### src/rtl/pbkdf2_host_if.sv
`default_nettype none
`timescale 1ns/1ps
// ---------------------------------------------------------------------------
// pbkdf2_host_if : packs 34 request words into one wide PBKDF2 request and
//                  serialises the 256-bit hash result as eight 32-bit words.
// Revision: 1.0
// ---------------------------------------------------------------------------
module pbkdf2_host_if #(
  parameter int FRAME_WORDS = 34,
  parameter int HASH_WORDS  = 8
) (
  input  logic         clk_i,
  input  logic         rst_i,
  input  logic         word_v_i,
  input  logic [31:0]  word_i,
  output logic         word_ready_o,
  output logic         req_v_o,
  input  logic         req_ready_i,
  output logic [5:0]   salt_len_o,
  output logic [31:0]  iters_o,
  output logic [511:0] pass_o,
  output logic [511:0] salt_o,
  input  logic         hash_v_i,
  input  logic [255:0] hash_i,
  output logic         hash_ready_o,
  output logic         res_v_o,
  output logic [31:0]  res_o,
  input  logic         res_ready_i,
  output logic         err_o
);

  localparam logic [5:0] LAST_WORD = 6'(FRAME_WORDS - 1);
  localparam logic [2:0] LAST_RES  = 3'(HASH_WORDS - 1);

  typedef enum logic {REQ_COLLECT = 1'b0, REQ_ISSUE = 1'b1} req_state_e;
  typedef enum logic {RES_IDLE = 1'b0, RES_SEND = 1'b1} res_state_e;

  req_state_e     req_state_q, req_state_d;
  res_state_e     res_state_q, res_state_d;
  logic [5:0]     cnt_q, cnt_d;
  logic [2:0]     rcnt_q, rcnt_d;
  logic [5:0]     salt_len_q, salt_len_d;
  logic           w0_bad_q, w0_bad_d;
  logic [31:0]    iters_q, iters_d;
  logic [511:0]   pass_q, pass_d;
  logic [511:0]   salt_q, salt_d;
  logic           err_q, err_d;
  logic [255:0]   sh_q, sh_d;
  logic [3:0]     slot_off;

  // Words 2..17 and 18..33 share the same low-nibble slot mapping; slot 15 is the MSW.
  assign slot_off = ~(cnt_q[3:0] - 4'd2);

  always_comb begin
    req_state_d = req_state_q;
    cnt_d       = cnt_q;
    salt_len_d  = salt_len_q;
    w0_bad_d    = w0_bad_q;
    iters_d     = iters_q;
    pass_d      = pass_q;
    salt_d      = salt_q;
    err_d       = 1'b0;
    case (req_state_q)
      REQ_COLLECT: begin
        if (word_v_i) begin
          if (cnt_q == 6'd0) begin
            salt_len_d = word_i[5:0];
            w0_bad_d   = |word_i[31:6];
          end else if (cnt_q == 6'd1) begin
            iters_d = word_i;
          end else if (cnt_q < 6'd18) begin
            pass_d[{slot_off, 5'd0} +: 32] = word_i;
          end else begin
            salt_d[{slot_off, 5'd0} +: 32] = word_i;
          end
          if (cnt_q == LAST_WORD) begin
            if (!w0_bad_q && (iters_q != 32'd0)) begin
              req_state_d = REQ_ISSUE;
            end else begin
              err_d = 1'b1;
              cnt_d = 6'd0;
            end
          end else begin
            cnt_d = cnt_q + 6'd1;
          end
        end
      end
      REQ_ISSUE: begin
        if (req_ready_i) begin
          req_state_d = REQ_COLLECT;
          cnt_d       = 6'd0;
        end
      end
      default: req_state_d = REQ_COLLECT;
    endcase
  end

  always_comb begin
    res_state_d = res_state_q;
    rcnt_d      = rcnt_q;
    sh_d        = sh_q;
    case (res_state_q)
      RES_IDLE: begin
        if (hash_v_i) begin
          sh_d        = hash_i;
          rcnt_d      = 3'd0;
          res_state_d = RES_SEND;
        end
      end
      RES_SEND: begin
        if (res_ready_i) begin
          sh_d = {sh_q[223:0], 32'd0};
          if (rcnt_q == LAST_RES) begin
            rcnt_d      = 3'd0;
            res_state_d = RES_IDLE;
          end else begin
            rcnt_d = rcnt_q + 3'd1;
          end
        end
      end
      default: res_state_d = RES_IDLE;
    endcase
  end

  always_ff @(posedge clk_i or posedge rst_i) begin
    if (rst_i) begin
      req_state_q <= REQ_COLLECT;
      res_state_q <= RES_IDLE;
      cnt_q       <= 6'd0;
      rcnt_q      <= 3'd0;
      salt_len_q  <= 6'd0;
      w0_bad_q    <= 1'b0;
      iters_q     <= 32'd0;
      pass_q      <= 512'd0;
      salt_q      <= 512'd0;
      err_q       <= 1'b0;
      sh_q        <= 256'd0;
    end else begin
      req_state_q <= req_state_d;
      res_state_q <= res_state_d;
      cnt_q       <= cnt_d;
      rcnt_q      <= rcnt_d;
      salt_len_q  <= salt_len_d;
      w0_bad_q    <= w0_bad_d;
      iters_q     <= iters_d;
      pass_q      <= pass_d;
      salt_q      <= salt_d;
      err_q       <= err_d;
      sh_q        <= sh_d;
    end
  end

  assign word_ready_o = ~rst_i & (req_state_q == REQ_COLLECT);
  assign hash_ready_o = ~rst_i & (res_state_q == RES_IDLE);
  assign req_v_o      = (req_state_q == REQ_ISSUE);
  assign res_v_o      = (res_state_q == RES_SEND);
  assign res_o        = sh_q[255:224];
  assign err_o        = err_q;
  assign salt_len_o   = salt_len_q;
  assign iters_o      = iters_q;
  assign pass_o       = pass_q;
  assign salt_o       = salt_q;

endmodule
`default_nettype wire

### config.mk
export PLATFORM = sky130hd
export DESIGN_NAME = pbkdf2_host_if
export DESIGN_NICKNAME = d
export VERILOG_FILES = /design/src/rtl/pbkdf2_host_if.sv
export SDC_FILE = /design/constraint.sdc
export NUM_CORES = 2
export LEC_CHECK = 0
export ABC_AREA = 0
export CAP_MARGIN = 20
export CORE_AREA = 3 3 545 547
export DETAILED_ROUTE_END_ITERATION = 16
export DIE_AREA = 0 0 548 550
export GPL_TIMING_DRIVEN = 1
export PLACE_DENSITY_LB_ADDON = 0.2
export SLEW_MARGIN = 20
export SYNTH_ARGS = -nofsm -noshare
export SYNTH_HDL_FRONTEND = slang
export SYNTH_SLANG_ARGS = --single-unit
### constraint.sdc
create_clock -name clk_i -period 73.5 [get_ports clk_i]
set_input_delay 22.05 -clock clk_i [delete_from_list [all_inputs] [get_ports clk_i]]
set_output_delay 22.05 -clock clk_i [all_outputs]
set_load 0.005 [all_outputs]
==> impl_metrics.tcl <==
set metrics [dict create \
    run_status "complete, no violations" \
    crit_fanout 3 \
    critPathTopFamily "buffers and inverters" \
    wl_per_cell_microns 28.9 \
    drive_above_1_share_pct 24.5 \
    slowest_stage "clkdlybuf4s50_1" \
    slowest_delay_ns 0.58 \
    synth_top_area_share_pct 61.4 \
    core_area_sq_mm 0.293 \
    dr.first_iter.drc_count 2385 \
    final_max_slew_viol_count 0 \
    path_depth 4 \
    cts_made_buffers 174 \
    h-tree-depth 4 \
    p_sw_uw 1040 \
    combPwrFrac_pct 35.4 \
    grt_usage_pct 17.4 \
    cts_tree "yes" \
    power_density_mw_per_mm2 38.4 \
    root_buffer "clkbuf_16" \
    fin_tns_setup_ns 0 \
    overflow 0 \
    nNetsFinal 5639 \
    critPathKind "in2out" \
    num_vias 38246 \
    reg2reg_depth 7 \
    synth_area_leaders "dfrtp_1, mux2_2, mux2i_1, nand2_1, o21ai_0" \
    ys_seq_area_share_pct 61.4 \
    wirelength_microns 273000 \
    ys_types 51 \
    synth_seq_cells 1331 \
    hold_violations 0 \
    min_period_ns 45.65 \
    p_leak_uw 0.0362 \
    clockBufferDepth 4 \
    syn-cell-area_sq_mm 0.0542 \
    p_int_uw 1970 \
    power_frac_clock_pct 28.2 \
    ctsResizeCount 0 \
    grt_pass1_vias 39941 \
    critPathMostFrequentCell "clkdlybuf4s50_1" \
    placementRows 199 \
    synth.avg_cell_area_sq_um 13.6 \
    worst-path-buf-inv 3 \
    setup_violations 0 \
    grt_max_degree 268 \
    hold_class "reg2reg" \
    first_pass_iters 5 \
    synth-edff-count 0 \
    cp.arrival_ns 23.60 \
    async_flop_share_pct 100 \
    cp_cell_sequence "clkdlybuf4s50_1, buf_4, nor2_1, clkdlybuf4s50_1" \
    ir_drop_v 0.0000332 \
    maxCapViolations 0 \
    fmax_mhz 21.9 \
    clk_pin_slew_worst_paths_ns 0.05 \
    route.detailed.drc 0 \
    finalClockSkew_ns 0.0924 \
    sequentialPowerShare_pct 36.4 \
    routed_via_density 4.06 \
    ant_nets 0 \
    portBuffers 1392 \
    post_cts_buffers 0 \
    critPathLaunchType "input pin" \
    synthCells 3976 \
    post-route-period-util_pct 62.1 \
    initial_core_util_pct 18.5 \
    grt_pass1_wl_microns 363000 \
    die_area_sq_mm 0.301 \
    syn_nets 4280 \
    ys_warn_count 0 \
    utilization_pct 26.7 \
    rsz0062_at_grt "no" \
    ios 1393 \
    die_w_microns 548 \
    gp_congestion 0.804 \
    worstPathRequired_ns 51.45 \
    tightestPinTransition_ns 1.19 \
    syn2layout_area_growth_pct 44.1 \
    clk_latency_ns 0.83 \
    sw_frac_of_total_pct 34.5 \
    antenna_found_initial 59 \
    slew_headroom_pct 20.8 \
    cts.sinks 1331 \
    yosysTopAreaCell "dfrtp_1" \
    fp.dieH_microns 550 \
    endpoint_kind "output port" \
    synth_ff_type "dfrtp_1" \
    min_path_cells 2 \
    cts_hold_buf 0 \
    hpwl_microns 195000 \
]
## flip-flops by register name, indices dropped and copies added (netlist names)
| register | count |
|---|---|
| w0_bad_q | 1 |
| sh_q | 256 |
| rcnt_q | 3 |
| req_v_o | 1 |
| iters_o | 32 |
| pass_o | 512 |
| err_o | 1 |
| salt_o | 512 |
| salt_len_o | 6 |
| res_v_o | 1 |
| cnt_q | 6 |
## through the flow
stage	area (sq um)	total power (uW)	setup slack [ns]	cells	hold WS, ns
detailed placement	72300	2180	27.82	9075	0.469
finish	78100	3000	27.85	9428	0.475
CTS	77900	3060	27.81	9385	0.481
global placement	72300	2170	27.75	9075	0.462
floorplan	54200	1500	13.93	3976	0.450
global route	78100	3170	27.83	9406	0.497
## cell type report
type,count,area (sq um)
Inverter,74,285
Tap cell,3919,4900
Clock buffer,263,5090
Timing Repair Buffer,1487,14600
Fill cell,30594,215000
Sequential cell,1331,33300
Antenna cell,40,100
Multi-Input combinational cell,2267,19300
Clock inverter,47,499
## worst min-delay path, stage by stage (launching register included)
cell and delay, ns:
dfrtp_1 0.34, nand2_1 0.04, o21ai_0 0.06
## cells in the mapped netlist, types with 8 or more instances
master / number
a21oi_1: 8
a22o_1: 34
and2_1: 62
and3_1: 71
buf_2: 81
buf_4: 45
buf_6: 9
clkbuf_1: 164
dfrtp_1: 1331
ha_1: 10
inv_1: 74
mux2_1: 89
mux2_2: 912
mux2i_1: 288
nand2_1: 326
nand3_1: 15
nand4_1: 13
nor2_1: 136
nor4_1: 14
o21ai_0: 234
## layout by cell type (no fill, tap or decap), types with 4 or more instances in the layout
master	count
clkdlybuf4s50_1	1360
dfrtp_1	1330
mux2_2	912
nand2_1	326
mux2i_1	288
o21ai_0	234
clkbuf_16	176
nor2_1	135
mux2_1	89
buf_4	87
inv_1	73
and3_1	69
and2_1	62
clkbuf_1	51
diode_2	40
clkbuf_8	36
a22o_1	34
buf_2	32
clkinv_2	22
nor4_1	14
nand4_1	13
a211oi_4	10
ha_1	10
nand3_1	8
nand3_2	8
inv_6	6
clkinvlp_4	6
bufinv_16	6
a21oi_4	5
clkinv_4	4
buf_12	4
## power by group through the flow
stage                     Sequential, uW  Clock, uW  Combinational, uW
after CTS                           1090        879               1090
after detailed placement            1100          0               1080
after global routing                1120        907               1140
final                               1090        848               1060
after global placement              1090          0               1080
after floorplan                     1090          0                410
## metal layers
metal  vias up  share of wire (%)  global-route usage, %
met5         -             0.0048                      0
met2      1530                 46                   27.7
met1     19760                 40                   21.3
met3       341                 10                   6.93
met4         2                3.5                   5.99
li1      16613                  -                      -
## cells by family (layout without fill, tap and decap cells)
group	after synthesis	in the layout	synth area share, %
flip-flops	1331	1331	61.4
multiplexers	1289	1289	26.1
AND/OR/NAND/NOR	666	666	5.61
buffers and inverters	378	1871	3.24
AO/OA/AOI/OAI	300	300	3.33
adder cells (fa/ha/maj)	10	10	0.231
XOR/XNOR	2	2	0.0462
other	0	40	0
## final timing paths
kind | startpoint | endpoint | slack (ns)
max | rst_i | word_ready_o | 27.85
min | sh_q[192]$_DFFE_PP0P_ | sh_q[192]$_DFFE_PP0P_ | 0.48
max reg2reg | cnt_q[0]$_DFFE_PP0P_ | pass_o[208]$_DFFE_PP0P_ | 69.16
min reg2reg | sh_q[192]$_DFFE_PP0P_ | sh_q[192]$_DFFE_PP0P_ | 0.48
max in group asynchronous | rst_i | salt_o[135]$_DFFE_PP0P_ | 48.36
min in group asynchronous | rst_i | salt_o[167]$_DFFE_PP0P_ | 21.74
Power figures use the tool's default switching activity.
